**src/rtl/data_memory_access_controller_pkg.sv**
```systemverilog
// Shared encodings for the MEM-stage data-memory access controller:
// funct3 load/store codes, FSM state constants and opcode values.
package data_memory_access_controller_pkg;

    localparam logic [6:0] OPC_LOAD  = 7'b0000011;
    localparam logic [6:0] OPC_STORE = 7'b0100011;

    localparam logic [2:0] F3_LB  = 3'b000;
    localparam logic [2:0] F3_LH  = 3'b001;
    localparam logic [2:0] F3_LW  = 3'b010;
    localparam logic [2:0] F3_LBU = 3'b100;
    localparam logic [2:0] F3_LHU = 3'b101;
    localparam logic [2:0] F3_SB  = 3'b000;
    localparam logic [2:0] F3_SH  = 3'b001;
    localparam logic [2:0] F3_SW  = 3'b010;

    localparam logic [1:0] ST_IDLE = 2'd0;
    localparam logic [1:0] ST_BUSY = 2'd1;
    localparam logic [1:0] ST_DONE = 2'd2;

    // Fields of the in-flight access needed to shape the returning load word.
    typedef struct packed {
        logic       is_load;
        logic [2:0] funct3;
        logic [1:0] lane;
    } access_info_t;

endpackage

```
**src/rtl/data_memory_access_controller_if.sv**
```systemverilog
// Data-memory request/ready bus; master is the controller, slave the memory.
interface data_memory_access_controller_if #(
    parameter int XLEN = 32
);
    logic            dmem_req;
    logic            dmem_write;
    logic [XLEN-1:0] dmem_addr;
    logic [XLEN-1:0] dmem_write_data;
    logic [3:0]      dmem_write_strobe;
    logic            dmem_ready;
    logic [XLEN-1:0] dmem_read_data;

    modport master (
        output dmem_req, dmem_write, dmem_addr, dmem_write_data, dmem_write_strobe,
        input  dmem_ready, dmem_read_data
    );

    modport slave (
        input  dmem_req, dmem_write, dmem_addr, dmem_write_data, dmem_write_strobe,
        output dmem_ready, dmem_read_data
    );
endinterface

```
**src/rtl/data_memory_access_controller_load_store_aligner.sv**
```systemverilog
// Combinational byte-lane logic: store strobes and replicated data,
// misalignment detection, and extension of the returned load word.
module load_store_aligner
    import data_memory_access_controller_pkg::*;
#(
    parameter int XLEN = 32
) (
    input  logic            is_store,
    input  logic [2:0]      funct3,
    input  logic [1:0]      addr_lo,
    input  logic [XLEN-1:0] store_src,
    output logic [3:0]      write_strobe,
    output logic [XLEN-1:0] write_data,
    output logic            misaligned,
    input  logic [2:0]      load_funct3,
    input  logic [1:0]      load_addr_lo,
    input  logic [XLEN-1:0] read_word,
    output logic [XLEN-1:0] load_result
);

    logic is_word;
    logic is_half;
    logic [7:0]  sel_byte;
    logic [15:0] sel_half;

    // LW and SW share one encoding; LHU exists only on the load side.
    assign is_word    = (funct3 == F3_LW);
    assign is_half    = (funct3 == F3_LH) | (~is_store & (funct3 == F3_LHU));
    assign misaligned = (is_word & (addr_lo != 2'b00)) | (is_half & addr_lo[0]);

    always_comb begin
        // NOTE: every output of a combinational block gets a default first so no latch is inferred.
        write_strobe = 4'b0000;
        write_data   = store_src;
        case (funct3)
            F3_SB: begin
                write_strobe = 4'b0001 << addr_lo;
                write_data   = {(XLEN/8){store_src[7:0]}};
            end
            F3_SH: begin
                write_strobe = 4'b0011 << addr_lo;
                write_data   = {(XLEN/16){store_src[15:0]}};
            end
            F3_SW:   write_strobe = 4'b1111;
            default: ;
        endcase
    end

    assign sel_byte = read_word[8*load_addr_lo +: 8];
    assign sel_half = read_word[16*load_addr_lo[1] +: 16];

    always_comb begin
        load_result = '0;
        case (load_funct3)
            F3_LB:   load_result = {{(XLEN-8){sel_byte[7]}}, sel_byte};
            F3_LH:   load_result = {{(XLEN-16){sel_half[15]}}, sel_half};
            F3_LW:   load_result = read_word;
            F3_LBU:  load_result = {{(XLEN-8){1'b0}}, sel_byte};
            F3_LHU:  load_result = {{(XLEN-16){1'b0}}, sel_half};
            default: load_result = '0;
        endcase
    end

endmodule

```
**src/rtl/data_memory_access_controller.sv**
```systemverilog
// MEM-stage sequencer: issues one data-memory access per EX/MEM instruction,
// stalls the pipeline until ready or timeout, and returns the extended load.
module data_memory_access_controller
    import data_memory_access_controller_pkg::*;
#(
    parameter int XLEN           = 32,
    parameter int TIMEOUT_CYCLES = 16
) (
    input  logic                            clk,
    input  logic                            reset,
    input  logic                            flush,
    input  logic                            MEM_memory_read,
    input  logic                            MEM_memory_write,
    input  logic [2:0]                      MEM_funct3,
    input  logic [XLEN-1:0]                 MEM_alu_result,
    input  logic [XLEN-1:0]                 MEM_read_data2,
    data_memory_access_controller_if.master bus,
    output logic                            pipeline_stall,
    output logic [XLEN-1:0]                 load_data,
    output logic                            load_valid,
    output logic                            misaligned_load,
    output logic                            misaligned_store,
    output logic                            access_fault
);

    localparam int CW = $clog2(TIMEOUT_CYCLES + 1);
    localparam logic [CW-1:0] COUNT_LAST = CW'(TIMEOUT_CYCLES - 1);

    logic [1:0]      state;
    logic [CW-1:0]   timeout_count;
    logic            discard;
    access_info_t    info_q;

    logic            access;
    logic            in_idle;
    logic            in_busy;
    logic            misaligned;
    logic            launch;
    logic [3:0]      store_strobe;
    logic [XLEN-1:0] store_data;
    logic [XLEN-1:0] load_ext;

    load_store_aligner #(.XLEN(XLEN)) u_aligner (
        .is_store     (MEM_memory_write),
        .funct3       (MEM_funct3),
        .addr_lo      (MEM_alu_result[1:0]),
        .store_src    (MEM_read_data2),
        .write_strobe (store_strobe),
        .write_data   (store_data),
        .misaligned   (misaligned),
        .load_funct3  (info_q.funct3),
        .load_addr_lo (info_q.lane),
        .read_word    (bus.dmem_read_data),
        .load_result  (load_ext)
    );

    assign access   = MEM_memory_read | MEM_memory_write;
    assign in_idle  = (state == ST_IDLE);
    assign in_busy  = (state == ST_BUSY);
    assign launch   = in_idle & access & ~misaligned & ~flush;

    assign pipeline_stall   = launch | in_busy;
    // A simultaneous read+write is a store, so only the store flag may fire.
    assign misaligned_load  = in_idle & MEM_memory_read & ~MEM_memory_write & misaligned;
    assign misaligned_store = in_idle & MEM_memory_write & misaligned;

    always_ff @(posedge clk or negedge reset) begin
        if (!reset) begin
            state                 <= ST_IDLE;
            timeout_count         <= '0;
            discard               <= 1'b0;
            info_q                <= '0;
            bus.dmem_req          <= 1'b0;
            bus.dmem_write        <= 1'b0;
            bus.dmem_addr         <= '0;
            bus.dmem_write_data   <= '0;
            bus.dmem_write_strobe <= 4'b0000;
            load_data             <= '0;
            load_valid            <= 1'b0;
            access_fault          <= 1'b0;
        end else begin
            // NOTE: sequential state uses non-blocking assignments so every register samples pre-edge values.
            load_valid   <= 1'b0;
            access_fault <= 1'b0;
            case (state)
                ST_IDLE: begin
                    if (launch) begin
                        bus.dmem_req          <= 1'b1;
                        bus.dmem_write        <= MEM_memory_write;
                        bus.dmem_addr         <= {MEM_alu_result[XLEN-1:2], 2'b00};
                        bus.dmem_write_data   <= store_data;
                        bus.dmem_write_strobe <= store_strobe;
                        info_q.is_load        <= ~MEM_memory_write;
                        info_q.funct3         <= MEM_funct3;
                        info_q.lane           <= MEM_alu_result[1:0];
                        timeout_count         <= '0;
                        discard               <= 1'b0;
                        state                 <= ST_BUSY;
                    end
                end
                ST_BUSY: begin
                    timeout_count <= timeout_count + 1'b1;
                    if (flush) discard <= 1'b1;
                    // Ready wins over a timeout landing in the same cycle.
                    if (bus.dmem_ready) begin
                        load_data    <= load_ext;
                        load_valid   <= info_q.is_load & ~discard & ~flush;
                        bus.dmem_req <= 1'b0;
                        state        <= ST_DONE;
                    end else if (timeout_count == COUNT_LAST) begin
                        bus.dmem_req <= 1'b0;
                        access_fault <= 1'b1;
                        state        <= ST_DONE;
                    end
                end
                ST_DONE: begin
                    discard <= 1'b0;
                    state   <= ST_IDLE;
                end
                default: begin
                    bus.dmem_req <= 1'b0;
                    state        <= ST_IDLE;
                end
            endcase
        end
    end

endmodule

```
**src/flat_wrapper.sv**
```systemverilog
// flat-port wrapper written by rule: the top's interface ports become plain ports
module data_memory_access_controller_flat import data_memory_access_controller_pkg::*;
#(
    parameter int XLEN           = 32,
    parameter int TIMEOUT_CYCLES = 16
)
  (clk, reset, flush, MEM_memory_read, MEM_memory_write, MEM_funct3, MEM_alu_result, MEM_read_data2, pipeline_stall, load_data, load_valid, misaligned_load, misaligned_store, access_fault, bus_dmem_req, bus_dmem_write, bus_dmem_addr, bus_dmem_write_data, bus_dmem_write_strobe, bus_dmem_ready, bus_dmem_read_data);
  data_memory_access_controller_if #(.XLEN(XLEN)) bus_i ();
  input  logic clk;
  input  logic reset;
  input  logic flush;
  input  logic MEM_memory_read;
  input  logic MEM_memory_write;
  input  logic [2:0] MEM_funct3;
  input  logic [XLEN-1:0] MEM_alu_result;
  input  logic [XLEN-1:0] MEM_read_data2;
  output logic pipeline_stall;
  output logic [XLEN-1:0] load_data;
  output logic load_valid;
  output logic misaligned_load;
  output logic misaligned_store;
  output logic access_fault;
  output wire logic [$bits(bus_i.dmem_req)-1:0] bus_dmem_req;
  output wire logic [$bits(bus_i.dmem_write)-1:0] bus_dmem_write;
  output wire logic [$bits(bus_i.dmem_addr)-1:0] bus_dmem_addr;
  output wire logic [$bits(bus_i.dmem_write_data)-1:0] bus_dmem_write_data;
  output wire logic [$bits(bus_i.dmem_write_strobe)-1:0] bus_dmem_write_strobe;
  input wire logic [$bits(bus_i.dmem_ready)-1:0] bus_dmem_ready;
  input wire logic [$bits(bus_i.dmem_read_data)-1:0] bus_dmem_read_data;
  assign bus_dmem_req = bus_i.dmem_req;
  assign bus_dmem_write = bus_i.dmem_write;
  assign bus_dmem_addr = bus_i.dmem_addr;
  assign bus_dmem_write_data = bus_i.dmem_write_data;
  assign bus_dmem_write_strobe = bus_i.dmem_write_strobe;
  assign bus_i.dmem_ready = bus_dmem_ready;
  assign bus_i.dmem_read_data = bus_dmem_read_data;
  data_memory_access_controller #(.XLEN(XLEN), .TIMEOUT_CYCLES(TIMEOUT_CYCLES)) u_core (.clk(clk), .reset(reset), .flush(flush), .MEM_memory_read(MEM_memory_read), .MEM_memory_write(MEM_memory_write), .MEM_funct3(MEM_funct3), .MEM_alu_result(MEM_alu_result), .MEM_read_data2(MEM_read_data2), .bus(bus_i), .pipeline_stall(pipeline_stall), .load_data(load_data), .load_valid(load_valid), .misaligned_load(misaligned_load), .misaligned_store(misaligned_store), .access_fault(access_fault));
endmodule
```
**config.mk**
```make
export PLATFORM = sky130hd
export DESIGN_NAME = data_memory_access_controller_flat
export DESIGN_NICKNAME = d
export VERILOG_FILES = /design/src/rtl/data_memory_access_controller_pkg.sv /design/src/rtl/data_memory_access_controller_if.sv /design/src/rtl/data_memory_access_controller_load_store_aligner.sv /design/src/rtl/data_memory_access_controller.sv /design/src/flat_wrapper.sv
export SDC_FILE = /design/constraint.sdc
export NUM_CORES = 1
export LEC_CHECK = 0
export BUFFER_PORTS_ARGS = -buffer_cell sky130_fd_sc_hd__buf_4
export CAP_MARGIN = 10
export CORE_MARGIN = 4
export CORE_UTILIZATION = 25
export DETAILED_ROUTE_END_ITERATION = 8
export PLACE_DENSITY = 0.57
export SLEW_MARGIN = 20
export SYNTH_ARGS = -nofsm -noshare
export SYNTH_HDL_FRONTEND = slang
export SYNTH_SLANG_ARGS = --single-unit
```
**constraint.sdc**
```tcl
create_clock -name clk -period 3.5 [get_ports clk]
set_clock_uncertainty 0.2 [all_clocks]
set_input_delay 0.7 -clock clk [delete_from_list [all_inputs] [get_ports clk]]
set_output_delay 0.7 -clock clk [all_outputs]
set_load 0.01 [all_outputs]
```
==> results_tabular.tex <==
\begin{tabular}{lr}
\hline
Metric & Value \\
\hline
\multicolumn{2}{l}{\textbf{Power and ir drop}} \\
\quad Power density normalized to cell area & 869 mW/mm² \\
\quad LEAKAGE & 3.72 nW \\
\quad Maximum ir drop on the vdd rail & 0.321 mV \\
\multicolumn{2}{l}{\textbf{Clock tree}} \\
\quad Clock tree buffer depth & 2 \\
\quad Total number of clock tree sinks & 116 \\
\quad Post-CTS sizing & 0 \\
\quad Post-CTS Hold Fix Bufs & 0 \\
\quad Clock input transition at the sequential cells of the worst setup and hold paths & 0.06 ns \\
\quad CTS tree & yes \\
\quad Number of buffers added for setup after CTS & 0 \\
\quad Clock Latency Late Sink & 0.40 ns \\
\quad Maximum level of the CTS H-tree & 4 \\
\quad Number of buffers added by the clock tree synthesis step & 17 \\
\quad Root Buffer & sky130\_fd\_sc\_hd\_\_clkbuf\_16 \\
\multicolumn{2}{l}{\textbf{Floorplanning}} \\
\quad Ports & 212 \\
\quad Die ar. & 0.0250 mm² \\
\quad Die X & 158 µm \\
\quad Initial core utilization & 0.256 \\
\quad Core Box Area & 0.0220 mm² \\
\quad Number of placement rows & 54 \\
\quad Chip Height & 158 µm \\
\multicolumn{2}{l}{\textbf{Placed design}} \\
\quad Number of input and output port buffers inserted & 209 \\
\quad Routability-driven placement congestion ratio & 0.775 \\
\quad Worst slack after detailed placement & 0.548 ns \\
\quad Area post-placement & 0.00747 mm² \\
\quad Placed wire-length estimate after detailed placement & 12500 µm \\
\multicolumn{2}{l}{\textbf{Final layout}} \\
\quad P\&R area growth vs syn & 44.3\% \\
\quad Antenna fix cells & 0 \\
\quad Post-route standard cell area excluding fillers & 0.00813 mm² \\
\quad Share of layout cells above drive strength 1 & 0.452 \\
\quad Final net count & 799 \\
\multicolumn{2}{l}{\textbf{STA}} \\
\quad Sum Neg Setup Slack & 0 ns \\
\quad Total of endpoints with negative setup slack in the final report & 0 \\
\quad Minimum period implied by the final worst setup slack & 3.27 ns \\
\quad Ratio of final minimum period to clock period & 0.934 \\
\quad Slew at the pin closest to its max-slew limit & 0.860 ns \\
\quad Unrepaired setup endpoints after global routing & false \\
\quad Least setup slack across all paths after layout & 0.233 ns \\
\quad Hold Vio Cnt, Final & 0 \\
\quad Final Max Slew Viols & 0 \\
\quad Max-slew headroom & 0.424 \\
\quad Timing-limited maximum frequency & 306 MHz \\
\multicolumn{2}{l}{\textbf{Synthesis}} \\
\quad Mean instance size in the synthesized netlist & 11.7 µm² \\
\quad Summed instance area of the synthesized netlist & 0.00563 mm² \\
\quad Fraction of the yosys area taken by sequential cells & 0.516 \\
\quad Post-synthesis cell type count & 58 \\
\quad Cell type with the highest aggregate area in the netlist & sky130\_fd\_sc\_hd\_\_dfrtp\_1 \\
\quad Area fraction of the dominant cell type after synthesis & 0.516 \\
\quad Instance count of the mapped netlist & 482 \\
\quad Seq cells post-synth & 116 \\
\quad Main flop type after synthesis & sky130\_fd\_sc\_hd\_\_dfrtp\_1 \\
\quad Count of warnings emitted by yosys & 0 \\
\quad FFs w/ async S/R, synth & 1.00 \\
\quad Synth area leaders & sky130\_fd\_sc\_hd\_\_dfrtp\_1, sky130\_fd\_sc\_hd\_\_mux2\_2, sky130\_fd\_sc\_hd\_\_mux2\_1 \\
\quad Number of synthesized flops with an enable pin & 0 \\
\multicolumn{2}{l}{\textbf{Routing}} \\
\quad Vias after detailed routing & 4641 \\
\quad Number of design-rule violations left by the first detailed-router iteration & 305 \\
\quad Via density & 4.73 \\
\quad Average wire length per cell after detail routing & 17.5 µm \\
\quad Final Routed Wirelength & 17100 µm \\
\quad Residual antenna-violating net count after detailed routing & 0 \\
\quad Number of remaining DRC errors & 0 \\
\quad First-pass iteration count of the detailed router & 6 \\
\multicolumn{2}{l}{\textbf{Status}} \\
\quad Run status & finished, final reports clean \\
\multicolumn{2}{l}{\textbf{Hold path}} \\
\quad Path category of the worst min-delay check & in -> async \\
\multicolumn{2}{l}{\textbf{Critical path}} \\
\quad Reg2Reg Setup Slack & 0.65 ns \\
\quad Setup crit start kind & flip-flop \\
\quad FF-to-FF End & u\_core.bus.dmem\_write\_data[28] \\
\quad Class of the most critical setup path & reg -> out \\
\quad Data required time of the critical path & 2.60 ns \\
\quad Highest net fanout along the worst path & 10 \\
\quad Critical Path End Type & primary output \\
\quad Depth of the worst register-to-register path & 7 \\
\quad Arrival time of the worst setup path & 2.37 ns \\
\quad Launch point of the worst reg-to-reg path & u\_core.state[0] \\
\multicolumn{2}{l}{\textbf{Global routing}} \\
\quad Remaining Overflow, GRT & 0 \\
\quad Gr busiest metal & met2 \\
\quad Global-route met1 utilization & 0.178 \\
\quad Vias in the first global route & 4791 \\
\quad Pin count of the biggest net entering global routing & 55 \\
\quad GR Util met3 & 0.0457 \\
\quad First-pass GRT wire length & 26900 µm \\
\quad M2 GR Usage & 0.220 \\
\quad Global-route usage over all layers & 0.137 \\
\quad Number of antenna violations at the first check in global routing & 0 \\
\multicolumn{2}{l}{\textbf{Job}} \\
\quad Reported max-cap violation count & 0 \\
\hline
\end{tabular}
[final cells by class]
cell class	instances	area, µm²
inverter	11	41.3
clock buffer	18	429
clock inverter	14	226
tap	280	350
fill	2187	13800
sequential	116	2900
timing repair buffer	219	1660
multi-input combinational	323	2520
[where the power goes]
part           switching (mW)  leakage (nW)  internal (mW)
sequential              0.382          1.43           1.93
combinational            1.37          1.98           1.44
clock                   0.666         0.312           1.28
total                    2.42          3.72           4.65
[critical path, stage by stage, from the launching register on]
cell and delay [ns]:
sky130_fd_sc_hd__dfrtp_1 0.40, sky130_fd_sc_hd__inv_1 0.16, sky130_fd_sc_hd__ha_1 0.36, sky130_fd_sc_hd__inv_2 0.15
sky130_fd_sc_hd__nor3_1 0.54, sky130_fd_sc_hd__nand3_2 0.14, sky130_fd_sc_hd__nand2_1 0.09, sky130_fd_sc_hd__buf_4 0.13
[state kept, by name, summed over array words and instances (netlist names), 2 cells and up]
name	flops
u_core.timeout_count	5
u_core.bus.dmem_write_strobe	4
u_core.load_data	32
u_core.info_q	6
u_core.bus.dmem_addr	30
u_core.bus.dmem_write_data	32
u_core.state	2
[worst max path at each step]
| stage | startpoint | endpoint | slack [ns] |
|---|---|---|---|
| floorplan | MEM_funct3[0] | pipeline_stall | 0.77 |
| global placement | MEM_funct3[0] | misaligned_load | 0.57 |
| detailed placement | MEM_funct3[0] | u_core.bus.dmem_write_data[29] | 0.55 |
| CTS | u_core.state[0] | pipeline_stall | 0.24 |
| global route | u_core.state[0] | pipeline_stall | 0.03 |
| finish | u_core.state[0] | pipeline_stall | 0.23 |
[synthesized netlist by cell type (2+ instances only)]
cell	n
sky130_fd_sc_hd__o31ai_1	2
sky130_fd_sc_hd__a211oi_1	16
sky130_fd_sc_hd__o32ai_1	3
sky130_fd_sc_hd__mux2i_1	11
sky130_fd_sc_hd__nor3_1	5
sky130_fd_sc_hd__o21ai_0	26
sky130_fd_sc_hd__a222oi_1	5
sky130_fd_sc_hd__a21oi_1	17
sky130_fd_sc_hd__nand2_1	43
sky130_fd_sc_hd__nor3b_1	5
sky130_fd_sc_hd__mux2_2	55
sky130_fd_sc_hd__nand3_1	5
sky130_fd_sc_hd__inv_1	9
sky130_fd_sc_hd__a22oi_1	5
sky130_fd_sc_hd__mux2_1	38
sky130_fd_sc_hd__a21o_1	4
sky130_fd_sc_hd__o221ai_1	3
sky130_fd_sc_hd__nor2b_1	3
sky130_fd_sc_hd__o211ai_1	7
sky130_fd_sc_hd__buf_6	5
sky130_fd_sc_hd__nor2_1	21
sky130_fd_sc_hd__buf_4	3
sky130_fd_sc_hd__ha_1	6
sky130_fd_sc_hd__nand2b_1	4
sky130_fd_sc_hd__a32oi_1	5
sky130_fd_sc_hd__o311ai_0	3
sky130_fd_sc_hd__clkbuf_1	15
sky130_fd_sc_hd__dfrtp_1	116
sky130_fd_sc_hd__buf_2	8
sky130_fd_sc_hd__a31oi_1	5
sky130_fd_sc_hd__and2_1	2
[cell families after synthesis]
family	Yosys count	synth area share
compound gates	108	0.130
mux	105	0.210
simple gates	101	0.0889
xor+xnor	1	0.00156
buf+inv	44	0.0400
other cells	1	0.000666
flops	116	0.516
fa+ha+maj	6	0.0133
[cells in the final DEF, fill, tap and decap left out, types with 6 or more instances in the layout]
cell,count
sky130_fd_sc_hd__buf_4,218
sky130_fd_sc_hd__dfrtp_1,116
sky130_fd_sc_hd__mux2_2,55
sky130_fd_sc_hd__nand2_1,43
sky130_fd_sc_hd__mux2_1,38
sky130_fd_sc_hd__o21ai_0,26
sky130_fd_sc_hd__nor2_1,20
sky130_fd_sc_hd__a21oi_1,17
sky130_fd_sc_hd__clkbuf_16,17
sky130_fd_sc_hd__a211oi_1,16
sky130_fd_sc_hd__mux2i_1,11
sky130_fd_sc_hd__inv_1,9
sky130_fd_sc_hd__o211ai_1,7
sky130_fd_sc_hd__ha_1,6
[through the flow]
stage	util	hold slack (ns)	std cells	total power, mW
after floorplan	-	0.204	483	3.82
after global placement	0.340	0.269	949	5.15
after detailed placement	0.340	0.274	949	5.18
after CTS	0.370	0.127	981	7.18
after global routing	0.370	0.148	981	7.54
final	0.370	0.121	981	7.06
[per-layer routing]
| metal | vias up | part of all wire |
|---|---|---|
| li1 | 2204 | - |
| met1 | 2270 | 0.44 |
| met2 | 153 | 0.48 |
| met3 | 14 | 0.071 |
| met4 | 0 | 0.015 |
| met5 | - | 0 |
No activity file was read; power rests on OpenSTA's default activity.
